`src/rtl/div_unit.sv`:
```
// Multi-cycle restoring divider for DIV/DIVU in the execute stage.
// Produces {remainder, quotient} after WIDTH shift-subtract steps; ready low stalls E.
module div_unit #(
  parameter int WIDTH = 32
) (
  input  logic                 clk,
  input  logic                 rst,
  input  logic                 start,
  input  logic                 signed_div,
  input  logic [WIDTH-1:0]     a,
  input  logic [WIDTH-1:0]     b,
  input  logic                 annul,
  input  logic                 stall,
  output logic                 ready,
  output logic [2*WIDTH-1:0]   result,
  output logic [1:0]           state_dbg
);

  // Handshake: ready=0 means the instruction in E must be held; a held start
  // only launches a new divide from IDLE, so a stalled DONE never recomputes.
  typedef enum logic [1:0] {
    IDLE = 2'd0,
    BUSY = 2'd1,
    DONE = 2'd2
  } state_t;

  localparam int CW = $clog2(WIDTH);
  localparam logic [CW-1:0] LAST = CW'(WIDTH - 1);

  state_t           state;
  logic [CW-1:0]    count;
  logic [WIDTH-1:0] dvd_q;
  logic [WIDTH-1:0] rem_q;
  logic [WIDTH-1:0] dvsr_q;
  logic             sign_q;
  logic             sign_r;

  logic [WIDTH-1:0] a_mag;
  logic [WIDTH-1:0] b_mag;
  logic [WIDTH:0]   shifted;
  logic [WIDTH:0]   diff;
  logic             no_borrow;
  logic [WIDTH-1:0] rem_next;
  logic [WIDTH-1:0] dvd_next;
  logic [WIDTH-1:0] q_fix;
  logic [WIDTH-1:0] r_fix;

  always_comb begin
    a_mag     = (signed_div && a[WIDTH-1]) ? -a : a;
    b_mag     = (signed_div && b[WIDTH-1]) ? -b : b;
    // Dividend register doubles as the quotient: its MSB feeds the remainder
    // and each quotient bit shifts in at the bottom.
    shifted   = {rem_q, dvd_q[WIDTH-1]};
    diff      = shifted - {1'b0, dvsr_q};
    no_borrow = ~diff[WIDTH];
    rem_next  = no_borrow ? diff[WIDTH-1:0] : shifted[WIDTH-1:0];
    dvd_next  = {dvd_q[WIDTH-2:0], no_borrow};
    q_fix     = sign_q ? -dvd_next : dvd_next;
    r_fix     = sign_r ? -rem_next : rem_next;
  end

  assign ready     = (state == DONE) || ((state == IDLE) && !start);
  assign state_dbg = state;

  always_ff @(posedge clk) begin
    if (rst) begin
      state  <= IDLE;
      count  <= '0;
      result <= '0;
      dvd_q  <= '0;
      rem_q  <= '0;
      dvsr_q <= '0;
      sign_q <= 1'b0;
      sign_r <= 1'b0;
    end else if (annul) begin
      state <= IDLE;
      count <= '0;
    end else begin
      case (state)
        IDLE: begin
          if (start) begin
            dvd_q  <= a_mag;
            dvsr_q <= b_mag;
            rem_q  <= '0;
            sign_q <= signed_div & (a[WIDTH-1] ^ b[WIDTH-1]);
            sign_r <= signed_div & a[WIDTH-1];
            count  <= '0;
            state  <= BUSY;
          end
        end
        BUSY: begin
          dvd_q <= dvd_next;
          rem_q <= rem_next;
          count <= count + 1'b1;
          if (count == LAST) begin
            result <= {r_fix, q_fix};
            state  <= DONE;
          end
        end
        DONE: begin
          if (!stall) state <= IDLE;
        end
        default: state <= IDLE;
      endcase
    end
  end

endmodule

```
`config.mk`:
```
export PLATFORM = sky130hd
export DESIGN_NAME = div_unit
export DESIGN_NICKNAME = d
export VERILOG_FILES = /design/src/rtl/div_unit.sv
export SDC_FILE = /design/constraint.sdc
export NUM_CORES = 1
export LEC_CHECK = 0
export ABC_AREA = 1
export CAP_MARGIN = 0
export CORE_MARGIN = 1.5
export CORE_UTILIZATION = 60
export CTS_BUF_LIST = sky130_fd_sc_hd__clkbuf_2
export DETAILED_ROUTE_END_ITERATION = 6
export HOLD_SLACK_MARGIN = 0.05
export PLACE_DENSITY = 0.89
export REMOVE_ABC_BUFFERS = 1
export SYNTH_ARGS = -nofsm -noshare
export SYNTH_HDL_FRONTEND = slang
export SYNTH_SLANG_ARGS = --single-unit
export TNS_END_PERCENT = 1
```
`constraint.sdc`:
```
create_clock -name clk -period 6.6 [get_ports clk]
set_clock_uncertainty 0.15 [all_clocks]
set_input_delay 0.99 -clock clk [delete_from_list [all_inputs] [get_ports clk]]
set_output_delay 0.99 -clock clk [all_outputs]
set_load 0.1 [all_outputs]
```
======== After elaboration in Yosys (flattened, before gate mapping) ========
Cells that the tools add are included.
operators by class
  add/subtract/negate cells ............... 6
  multipliers ............................. 0
  div/mod/pow operators ................... 0
  magnitude comparators ................... 0
  equality and inequality tests ........... 6
  shifts and indexed selects .............. 0
  muxes and demuxes ....................... 15
  bitwise operators ....................... 5
  reduce and logical (&&, ||, !) cells .... 13
operator list
  operator                                                                number
  32-bit two-way mux                                                      7
  32-bit negation                                                         4
  32-bit case mux with 2 select lines                                     2
  33-bit by 32-bit subtractor with 33-bit output                          1
  3-bit AND reduction                                                     4
  5-bit case mux with 2 select lines                                      1
  2-bit two-way mux                                                       3
  2-bit inequality test (second input constant)                           3
  2-bit case mux with 3 select lines                                      1
  5-bit by 1-bit adder with 5-bit output (second input constant)          1
  5-bit equality test (second input constant)                             1
  5-bit two-way mux                                                       1
  1-bit logical AND                                                       3
  1-bit AND                                                               2
  2-bit by 1-bit equality test with 1-bit output (second input constant)  1
  2-bit equality test (second input constant)                             1
  2-bit logical NOT                                                       1
  1-bit NOT                                                               2
  2-bit AND reduction                                                     1
  2-bit nonzero test                                                      1
  2-bit OR reduction                                                      1
  1-bit logical NOT                                                       1
  1-bit logical OR                                                        1
  1-bit bitwise XOR                                                       1
storage, ports and cells
  register bits after elaboration ......... 169
  latch bits .............................. 0
  bits in writable memories ............... 0
  memory bits (read-only) ................. 0
  output and inout bits ................... 67
  word-level logic and storage cells ...... 53
  memories ................................ 0

======== Longest topological paths before layout ========
Gate-level depths: netlist of the first run.
  depth in word-level cells ............... 4
  mapped depth ............................ 30

======== Worst setup path after synthesis of the first run ========
OpenSTA, ideal clock, no wires.
  path kind ............................... flip-flop to flip-flop
  start point ............................. register dvd_q[31]
  end point ............................... register result[30]
  library setup time ...................... 118 ps
  data arrival time ....................... 3546 ps
  data required time ...................... 6332 ps
  path slack .............................. 2786 ps
  cell stages (with the launch flop) ...... 31
  path buffers ............................ 1
  period minus slack after synthesis ...... 3814 ps
  cells stage by stage .................... dfxtp_1 > inv_1 > ha_1 > fa_1 > inv_1 > nand2_1 > nand2_1 > nand3_1 > nand2_2 > nand2_2 > nand2_2 > nand2_4 > nand2_4 > nand2_2 > nand2_4 > buf_2 > ha_1 > inv_1 > nor2_1 > nand2_1 > nor3_1 > nand2_1 > nand2_1 > o211ai_1 > nor2_1 > o21ai_0 > a21oi_1 > xor2_1 > nand2_1 > o211ai_1 > inv_1
between the ends
  longest elaborated chain between the ends .. 4
ends and longest elaborated chain
  what                                            line  RTL
  start: declaration                              32    logic [WIDTH-1:0] dvd_q;
  start signal: assignment                        82    dvd_q <= a_mag;
  start signal: assignment                        92    dvd_q <= dvd_next;
  33-bit by 32-bit subtractor with 33-bit output  54    diff = shifted - {1'b0, dvsr_q};
  1-bit NOT                                       55    no_borrow = ~diff[WIDTH];
  32-bit negation                                 58    q_fix = sign_q ? -dvd_next : dvd_next;
  32-bit two-way mux                              58
  end signal: assignment                          96    result <= {r_fix, q_fix};
  end: declaration                                15    output logic [2*WIDTH-1:0] result,
Every way passes these cells.
A chain may end at the register's enable or synchronous reset.

======== Final worst setup path of the first run ========
  start point ............................. register dvd_q[31]
  end point ............................... register result[24]
Same word-level chain as after synthesis.

==> results.sh, run 1 <==
export IMPL_hold_end="count[4]"
export IMPL_fin_area_mm2=0.0146
export IMPL_cts_resized=0
export IMPL_cts_setup_buffers=0
export IMPL_hold_class="flip-flop to flip-flop"
export IMPL_gp_congestion=0.961
export IMPL_arrival_ps=5440
export IMPL_crit_path_max_fanout=43
export IMPL_synth_cells=2189
export IMPL_p_total_uw=2370
export IMPL_yosysWarnings=0
export IMPL_synth_cell_types=46
export IMPL_cts_hold_buf=0
export IMPL_ys_seq_area_share_pct=26.3
export IMPL_drv_slew=0
export IMPL_hold_viol=0
export IMPL_via_count=14100
export IMPL_place_area_mm2=0.0143
export IMPL_pwr_density_cell_mw_per_mm2=162
export IMPL_viasPerCell=5.48
export IMPL_synth_seq_cells=169
export IMPL_num_rows=53
export IMPL_post_synth_top_count_cell="nand2_1"
export IMPL_grt_pass1_wl_mm=60.9
export IMPL_ir_drop_uv=111
export IMPL_synth_top_area_cell="dfxtp_1"
export IMPL_dp_hpwl_mm=28.7
export IMPL_finalCritPeriodShare_pct=73.3
export IMPL_min_delay_path_depth=2
export IMPL_crit_required_ps=7200
export IMPL_clock_path_buffers=2
export IMPL_numPortBuffers=136
export IMPL_synth_top_area_share_pct=26.3
export IMPL_dieArea_mm2=0.0224
export IMPL_max_stage_delay_ps=440
export IMPL_avgSynthCellArea_um2=5.89
export IMPL_end_kind="flip-flop"
export IMPL_totalWireLength_mm=37.8
export IMPL_wl_per_cell_um=14.7
export IMPL_grt_total_usage_pct=34.0
export IMPL_min_period_ps=4840
export IMPL_cts_root_buffer="clkbuf_2"
export IMPL_insertion_delay_ps=840
export IMPL_r2r_slack_ps=1760
export IMPL_reg2reg_to="result[24]"
export IMPL_cp_slowest_cell="nand2_4"
export IMPL_synth_edf_count=0
export IMPL_setup_viol=0
export IMPL_htree_levels=4
export IMPL_firstDrtPassIters=7
export IMPL_failed_checks="DRC"
export IMPL_cts_inserted_buffers=17
export IMPL_path_class="flip-flop to flip-flop"
export IMPL_start_util_pct=61.3
export IMPL_grt_pass1_vias=12800
export IMPL_tritoncts="built"
export IMPL_area_growth_pct=13.3
export IMPL_hp_start="count[4]"
export IMPL_core_mm2=0.0210
export IMPL_outcome="finished with violations"
export IMPL_gr_total_overflow=0
export IMPL_setup_tns_ps=0
export IMPL_slew_headroom_pct=25.7
export IMPL_fp_dieW_um=150
export IMPL_rsz0062_at_grt="no"
export IMPL_antenna_found_initial=1
export IMPL_ant_nets=0
export IMPL_fmax_ghz=0.207
export IMPL_grt_max_degree=89
export IMPL_drt_iter0_drc=1194
export IMPL_fin_nets=2386
export IMPL_drv_cap=0
export IMPL_synthTopCellsByCount="nand2_1 (686), inv_1 (313), nor2_1 (220)"
export IMPL_async_flop_share_pct=0
export IMPL_r2r_cells=29
export IMPL_p_leak_uw=0.00733
export IMPL_drc=8
export IMPL_path_clk_slew_ps=330
export IMPL_final_setup_worst_slack_ps=1760
export IMPL_die_h_um=150
export IMPL_drive_above_1_share_pct=4.59
export IMPL_rr_startpoint="dvd_q[31]"
export IMPL_worst_pin_slew_ps=1110
export IMPL_path_common_cell="nand2_1"
export IMPL_fin_util_pct=69.5
export IMPL_cts_sinks=169
export IMPL_synth_flop_cell="dfxtp_1"
export IMPL_synth_area_mm2=0.0129
export IMPL_io_pins=137
export IMPL_synth_area_top_cells="dfxtp_1 (26%), nand2_1 (20%), inv_1 (9.1%)"
export IMPL_critPathLaunchType="flip-flop"
export IMPL_place_ws_ps=1850
## how the worst max path moves through the flow
stage	cells past startpoint	to	from
after CTS	29	result[30]	dvd_q[31]
after floorplan	9	result[27]	state_dbg[0]
after global placement	29	result[30]	dvd_q[31]
after global routing	29	result[30]	dvd_q[31]
after detailed placement	29	result[30]	dvd_q[31]
final	29	result[24]	dvd_q[31]
## placed cells by master, fill, tap and decap left out, types with 4 or more instances in the layout
master and n:
inv_1 312, dfxtp_1 169, buf_4 12, nand3_1 115, a221oi_1 6, inv_8 5
o21ai_0 118, nor4_1 10, nand4_1 14, nand2_1 686, clkbuf_2 17, clkdlybuf4s50_1 135
xor2_1 60, nand3_2 4, nor3_1 19, xnor2_1 22, nor2_2 9, nand2_4 6
o221ai_1 9, a31oi_1 4, o21ai_1 10, ha_1 38, o31ai_1 5, nand3b_1 7
nand2_2 22, a21oi_1 180, o211ai_1 29, inv_2 10, nor2_1 218
## per-stage QoR
step	cells	hold WS (ps)
final	2567	343
after global routing	2567	358
after floorplan	2111	295
after detailed placement	2533	316
after CTS	2565	343
after global placement	2533	303
## critical path, delay by kind of cell (launching register included)
family | cells | cell delay [ps]
and+or+nand+nor | 18 | 2330
adders and majority gates | 3 | 910
AOI/OAI and AO/OA | 4 | 710
DFF | 1 | 370
buffers and inverters | 4 | 300
## area by class of cell
class | count | area, µm²
Antenna cell | 2 | 5.00
Tap cell | 275 | 344
Timing Repair Buffer | 147 | 1440
Sequential cell | 169 | 3380
Multi-Input combinational cell | 1616 | 7940
Clock buffer | 17 | 85.1
Fill cell | 1950 | 6420
Clock inverter | 15 | 183
Inverter | 326 | 1220
## flip-flops by register name (all words and copies together) (netlist names)
name / flops
sign_q: 1
count: 5
sign_r: 1
result: 64
dvsr_q: 32
dvd_q: 32
state_dbg: 2
rem_q: 32
## layer usage
| metal | up-vias | part of all wire, % | global-route usage [%] |
|---|---|---|---|
| li1 | 7111 | - | - |
| met1 | 6256 | 41 | 40.5 |
| met2 | 581 | 48 | 59.7 |
| met3 | 111 | 6.5 | 5.00 |
| met4 | 0 | 4.1 | 16.1 |
| met5 | - | 0 | 0 |
## logic make-up (layout without fill, tap and decap cells)
group / count (synthesis) / in the layout / share of synthesized area (%)
compound gates: 373 / 373 / 16.0
flops: 169 / 169 / 26.3
buf+inv: 404 / 505 / 12.2
other cells: 0 / 2 / 0
xor+xnor: 82 / 82 / 5.57
simple gates: 1122 / 1122 / 36.2
fa+ha+maj: 39 / 39 / 3.85
## power breakdown
part / total, µW / internal [µW] / switching [µW]
Clock: 620 / 163 / 457
Combinational: 668 / 227 / 441
Sequential: 1080 / 1050 / 24.8
Total: 2370 / 1440 / 923
Power figures use the tool's default switching activity.
==> run 2, diff against run 1 <==
--- a/config.mk
+++ b/config.mk
@@ -8,11 +8,11 @@
 export ABC_AREA = 1
 export CAP_MARGIN = 0
 export CORE_MARGIN = 1.5
-export CORE_UTILIZATION = 60
+export CORE_UTILIZATION = 54
 export CTS_BUF_LIST = sky130_fd_sc_hd__clkbuf_2
 export DETAILED_ROUTE_END_ITERATION = 6
 export HOLD_SLACK_MARGIN = 0.05
-export PLACE_DENSITY = 0.89
+export PLACE_DENSITY = 0.85
 export REMOVE_ABC_BUFFERS = 1
 export SYNTH_ARGS = -nofsm -noshare
 export SYNTH_HDL_FRONTEND = slang
==> constraint.sdc (replaced) <==
create_clock -name clk -period 4.4 [get_ports clk]
set_clock_uncertainty 0.15 [all_clocks]
set_input_delay 0.66 -clock clk [delete_from_list [all_inputs] [get_ports clk]]
set_output_delay 0.66 -clock clk [all_outputs]
set_load 0.1 [all_outputs]
==> results.sh, run 2 (synthesis gave the netlist of run 1 again) <==
export IMPL_gp_congestion=0.945
export IMPL_firstDrtPassIters=7
export IMPL_viasPerCell=5.37
export IMPL_grt_max_degree=71
export IMPL_reg2reg_to="result[30]"
export IMPL_grt_total_usage_pct=32.1
export IMPL_insertion_delay_ps=860
export IMPL_cp_num_buf_inv=4
export IMPL_power_switching_uw=1430
export IMPL_final_cell_mix="nand2_1 (686), inv_1 (312), nor2_1 (217)"
export IMPL_r2r_slack_ps=350
export IMPL_largest_reg_flops=64
export IMPL_comb_power_share_pct=28.2
export IMPL_gr_total_overflow=0
export IMPL_numPortBuffers=136
export IMPL_pwr_share_clk_pct=26.9
export IMPL_hold_viol=0
export IMPL_via_count=14100
export IMPL_cts_inserted_buffers=17
export IMPL_hold_end="state_dbg[1]"
export IMPL_area_growth_pct=14.7
export IMPL_num_rows=56
export IMPL_worst_pin_slew_ps=1050
export IMPL_intPower_uw=2180
export IMPL_path_common_cell="nand2_1"
export IMPL_fin_area_mm2=0.0148
export IMPL_path_clk_slew_ps=350
export IMPL_fillers=2268
export IMPL_outcome="finished with violations"
export IMPL_die_h_um=157
export IMPL_start_util_pct=54.9
export IMPL_cts_root_buffer="clkbuf_2"
export IMPL_crit_required_ps=5020
export IMPL_pwr_density_cell_mw_per_mm2=244
export IMPL_setup_tns_ps=0
export IMPL_tritoncts="built"
export IMPL_crit_path_max_fanout=12
export IMPL_drc=1
export IMPL_drt_iter0_drc=1126
export IMPL_clock_path_buffers=2
export IMPL_cp_slowest_cell="fa_1"
export IMPL_fp_dieW_um=157
export IMPL_seq_power_share_pct=44.9
export IMPL_r2r_cells=29
export IMPL_core_mm2=0.0235
export IMPL_drv_cap=0
export IMPL_drive_above_1_share_pct=5.09
export IMPL_antenna_found_initial=1
export IMPL_cts_hold_buf=0
export IMPL_setup_viol=0
export IMPL_grt_pass1_wl_mm=63.2
export IMPL_place_area_mm2=0.0145
export IMPL_whs_ps=166
export IMPL_fin_nets=2394
export IMPL_cts_sinks=169
export IMPL_max_stage_delay_ps=410
export IMPL_end_kind="flip-flop"
export IMPL_grt_pass1_vias=13200
export IMPL_totalWireLength_mm=39.2
export IMPL_ir_drop_uv=178
export IMPL_io_pins=137
export IMPL_slew_headroom_pct=29.6
export IMPL_critPathLaunchType="flip-flop"
export IMPL_htree_levels=4
export IMPL_dieArea_mm2=0.0248
export IMPL_wl_per_cell_um=15.0
export IMPL_cp_top_family="simple AND/OR/NAND/NOR gates"
export IMPL_fmax_ghz=0.247
export IMPL_min_period_ps=4050
export IMPL_p_leak_uw=0.00741
export IMPL_instances_no_fill=2618
export IMPL_p_sw_share_pct=39.5
export IMPL_hp_start="stall"
export IMPL_dp_hpwl_mm=30.3
export IMPL_min_delay_path_depth=3
export IMPL_dp_cells=2584
export IMPL_arrival_ps=4670
export IMPL_top_register="result"
export IMPL_drv_slew=0
export IMPL_ant_nets=0
export IMPL_hold_class="input pin to flip-flop"
export IMPL_startpoint="dvd_q[31]"
export IMPL_final_common_cell="nand2_1"
export IMPL_finalCritPeriodShare_pct=92.1
export IMPL_rr_startpoint="dvd_q[31]"
export IMPL_path_class="flip-flop to flip-flop"
export IMPL_failed_checks="DRC"
run 2: changes by cell type in the layout (fill, tap and decap cells not counted), sizes merged:
cell           before  now
diode               2    1
clkdlybuf4s50     135  134
clkinv             11   12
buf                12   21
clkinvlp            1    0
run 2: worst register-to-register path, delay by kind of cell (launching register included):
kind	cells	cell delay, ps
buffers and inverters	4	280
AO/OA/AOI/OAI	4	560
adder cells (fa/ha/maj)	3	800
XOR/XNOR	1	160
AND/OR/NAND/NOR	17	1670
flip-flops	1	380
run 2: worst max path at each step:
stage	endpoint	slack (ps)	depth (start not counted)
6_report	result[30]	350	29
5_1_grt	result[26]	-0.1	29
4_1_cts	result[30]	180	29
3_5_place_dp	result[30]	210	29
3_3_place_gp	result[30]	300	29
2_1_floorplan	result[27]	-2060	9
run 2: through the flow:
step	power [µW]	utilization, %	worst slack, ps
6_report	3610	62.9	346
5_1_grt	3800	62.9	-0.121
4_1_cts	3590	62.8	177
3_5_place_dp	2640	61.6	205
3_3_place_gp	2620	61.6	297
2_1_floorplan	2310	-	-2060
run 2: what timing repair did:
action,CTS,global route
gates resized for setup,0,6
setup endpoints to repair,0,16
buffers inserted,0,1
run 2: cell type report:
class	count	area (µm²)	share of cell area, %
multi-input cells	1616	7950	53.8
flip-flops and latches	169	3380	22.9
repair buffers	155	1530	10.3
inverters	326	1220	8.29
well taps	319	399	2.70
clock inverters	15	200	1.36
clock buffers	17	85.1	0.576
diodes	1	2.50	0.0169
run 2: routing by layer:
layer  track usage (%)  vias to the layer above  routed length (µm)
li1                  -                     7113                   -
met1              38.7                     6351               16500
met2              56.6                      487               18800
met3              3.88                      101                2170
met4              14.8                        0                1690
met5                 0                        -                   0
run 2: power groups by stage:
| stage | Combinational [µW] | Sequential [µW] | Clock [µW] |
|---|---|---|---|
| 6_report | 1020 | 1620 | 972 |
| 5_1_grt | 1130 | 1630 | 1040 |
| 4_1_cts | 998 | 1620 | 975 |
| 3_5_place_dp | 992 | 1640 | 0 |
| 3_3_place_gp | 981 | 1640 | 0 |
| 2_1_floorplan | 662 | 1640 | 0 |
==> run 3, diff against run 2 <==
==> config.mk (replaced) <==
export PLATFORM = sky130hd
export DESIGN_NAME = div_unit
export DESIGN_NICKNAME = d
export VERILOG_FILES = /design/src/rtl/div_unit.sv
export SDC_FILE = /design/constraint.sdc
export NUM_CORES = 1
export LEC_CHECK = 0
export ABC_CLOCK_PERIOD_IN_PS = 4400
export CAP_MARGIN = 0
export CORE_MARGIN = 1.5
export CORE_UTILIZATION = 53
export CTS_BUF_LIST = sky130_fd_sc_hd__clkbuf_2
export DETAILED_ROUTE_END_ITERATION = 6
export HOLD_SLACK_MARGIN = 0.05
export PLACE_DENSITY = 0.84
export REMOVE_ABC_BUFFERS = 1
export SYNTH_ARGS = -nofsm -noshare
export SYNTH_HDL_FRONTEND = slang
export SYNTH_SLANG_ARGS = --single-unit
==> results.sh, run 3 <==
export IMPL_path_class="flip-flop to flip-flop"
export IMPL_grt_pass1_wl_mm=60.8
export IMPL_seq_power_share_pct=45.8
export IMPL_final_common_cell="nor2_1"
export IMPL_insertion_delay_ps=770
export IMPL_arrival_ps=5130
export IMPL_num_rows=54
export IMPL_instances_no_fill=2172
export IMPL_grt_max_degree=70
export IMPL_reg2reg_to="result[62]"
export IMPL_r2r_cells=21
export IMPL_rr_startpoint="dvd_q[31]"
export IMPL_comb_power_share_pct=30.1
export IMPL_drt_met1_wl_mm=16.1
export IMPL_dp_hpwl_mm=28.3
export IMPL_viasPerCell=6.11
export IMPL_synth_area_mm2=0.0120
export IMPL_dieArea_mm2=0.0235
export IMPL_final_setup_worst_slack_ps=-161
export IMPL_post_synth_top_count_cell="nor2_1"
export IMPL_numPortBuffers=136
export IMPL_synth_seq_cells=169
export IMPL_yosysWarnings=0
export IMPL_place_area_mm2=0.0147
export IMPL_synth_top_area_share_pct=28.3
export IMPL_hp_start="rst"
export IMPL_setup_viol=7
export IMPL_min_period_ps=4560
export IMPL_start_util_pct=54.5
export IMPL_fmax_ghz=0.219
export IMPL_tritoncts="built"
export IMPL_gp_congestion=0.945
export IMPL_p_sw_share_pct=35.7
export IMPL_slew_headroom_pct=30.2
export IMPL_firstDrtPassIters=7
export IMPL_path_clk_slew_ps=280
export IMPL_cts_root_buffer="clkbuf_2"
export IMPL_ys_seq_area_share_pct=28.3
export IMPL_async_flop_share_pct=0
export IMPL_p_leak_uw=0.00596
export IMPL_via_count=13300
export IMPL_area_growth_pct=27.4
export IMPL_drive_above_1_share_pct=15.7
export IMPL_crit_path_max_fanout=7
export IMPL_core_mm2=0.0220
export IMPL_crit_required_ps=4970
export IMPL_pwr_share_clk_pct=24.1
export IMPL_hold_class="input pin to flip-flop"
export IMPL_ant_nets=0
export IMPL_intPower_uw=2270
export IMPL_critPathLaunchType="flip-flop"
export IMPL_clock_path_buffers=2
export IMPL_drv_slew=0
export IMPL_fin_nets=1987
export IMPL_gr_total_overflow=0
export IMPL_die_h_um=153
export IMPL_fp_dieW_um=153
export IMPL_drv_cap=0
export IMPL_synth_edf_count=0
export IMPL_io_pins=137
export IMPL_power_switching_uw=1260
export IMPL_dr_max_layer_used="met4"
export IMPL_end_kind="flip-flop"
export IMPL_avgSynthCellArea_um2=7.32
export IMPL_largest_reg_flops=64
export IMPL_synth_flop_cell="dfxtp_1"
export IMPL_synth_cell_types=74
export IMPL_ir_drop_uv=182
export IMPL_grt_pass1_vias=12500
export IMPL_antenna_found_initial=1
export IMPL_pwr_density_cell_mw_per_mm2=232
export IMPL_hold_end="rem_q[4]"
export IMPL_place_ws_ps=-505
export IMPL_rsz0062_at_grt="yes"
export IMPL_worst_pin_slew_ps=1040
export IMPL_synth_cells=1634
export IMPL_totalWireLength_mm=37.6
export IMPL_wl_per_cell_um=17.3
export IMPL_drt_iter0_drc=1029
export IMPL_hold_viol=0
export IMPL_wl_met3_mm=2.38
export IMPL_cts_sinks=169
export IMPL_final_cell_mix="nor2_1 (233), buf_4 (193), dfxtp_1 (165)"
export IMPL_top_register="result"
export IMPL_synth_area_top_cells="dfxtp_1 (28%), nor2_1 (7.3%), a21oi_1 (6.4%)"
export IMPL_drc=3
export IMPL_htree_levels=4
export IMPL_r2r_slack_ps=-160
export IMPL_cts_inserted_buffers=17
export IMPL_synthTopCellsByCount="nor2_1 (234), dfxtp_1 (169), nand2_1 (158)"
export IMPL_outcome="finished with violations"
export IMPL_min_delay_path_depth=2
export IMPL_fin_area_mm2=0.0152
export IMPL_synth_top_area_cell="dfxtp_1"
export IMPL_whs_ps=266
export IMPL_dr_wl_met2_mm=17.5
export IMPL_failed_checks="DRC, setup timing"
export IMPL_grt_total_usage_pct=31.5
export IMPL_dp_cells=2126
export IMPL_finalCritPeriodShare_pct=104
==> run 3: cell count changes after synthesis, moves of 28 or more <==
cell,change
inv_1,-255
a211oi_1,+82
or3_1,+39
nand2_1,-528
nand3_1,-90
clkbuf_1,+30
xnor2_1,+28
o21ai_0,-36
==> run 3: power groups by stage <==
stage	Sequential, µW	Clock (µW)	Combinational [µW]
after floorplan	1640	0	571
after global placement	1640	0	964
after detailed placement	1650	0	983
after CTS	1620	859	1000
after global routing	1630	921	1160
final	1620	851	1060
==> run 3: what timing repair did <==
item,in CTS,in global routing
hold buffers,0,0
pin swaps,16,19
endpoints found under the setup margin,16,20
resized for setup,20,34
buffers inserted,5,8
==> run 3: logic make-up (layout without fill, tap and decap cells) <==
logic type	Yosys count	in the layout	share of synthesized area [%]
xor+xnor	114	114	8.35
other cells	0	1	0
flops	169	169	28.3
mux	17	17	1.48
fa+ha+maj	39	39	4.14
compound gates	513	513	28.3
simple gates	615	615	24.0
buf+inv	167	424	5.45
==> run 3: worst max path at each step <==
| stage | from | to | slack [ps] | depth (start not counted) |
|---|---|---|---|---|
| 6_report | dvd_q[31] | result[62] | -160 | 21 |
| 5_1_grt | dvd_q[31] | result[62] | -400 | 22 |
| 4_1_cts | dvd_q[31] | result[62] | -120 | 21 |
| 3_5_place_dp | dvd_q[31] | result[62] | -500 | 21 |
| 3_3_place_gp | dvd_q[31] | result[62] | -320 | 22 |
| 2_1_floorplan | dvd_q[31] | result[62] | -2820 | 19 |
==> run 3: per-layer routing <==
| layer | GRT usage (%) | vias to the layer above |
|---|---|---|
| li1 | - | 6427 |
| met1 | 40.4 | 6204 |
| met2 | 52.5 | 530 |
| met3 | 4.17 | 110 |
| met4 | 14.9 | 0 |
| met5 | 0 | - |
==> run 3: through the flow <==
step                setup TNS (ps)  total power, µW  utilization, %
detailed placement           -3690             2630            66.8
floorplan                  -121020             2210               -
CTS                           -135             3480            68.4
global placement             -1560             2610            66.8
global route                 -3250             3710            69.4
finish                        -427             3530            69.4
==> run 3: area by class of cell <==
cell class	instances	area, µm²
repair buffers	334	2900
fillers	1799	6730
diodes	1	2.50
well taps	280	350
clock buffers	19	95.1
flip-flops and latches	169	3390
inverters	58	220
clock inverters	13	139
multi-input cells	1298	8140
==> run 3: critical path, cell delays in order (launching register included) <==
cell and delay (ps):
dfxtp_2 400, inv_2 60, ha_4 160, fa_2 350, nand2b_4 150, a21o_1 180, a31oi_1 200, buf_4 160
o211a_4 170, nor3_4 50, nor3_4 250, inv_4 100, a21oi_4 170, ha_2 200, buf_4 100, nand3_1 60
a31oi_1 210, a21oi_2 100, or4_4 440, o31a_1 300, or3_1 340, a311oi_2 250
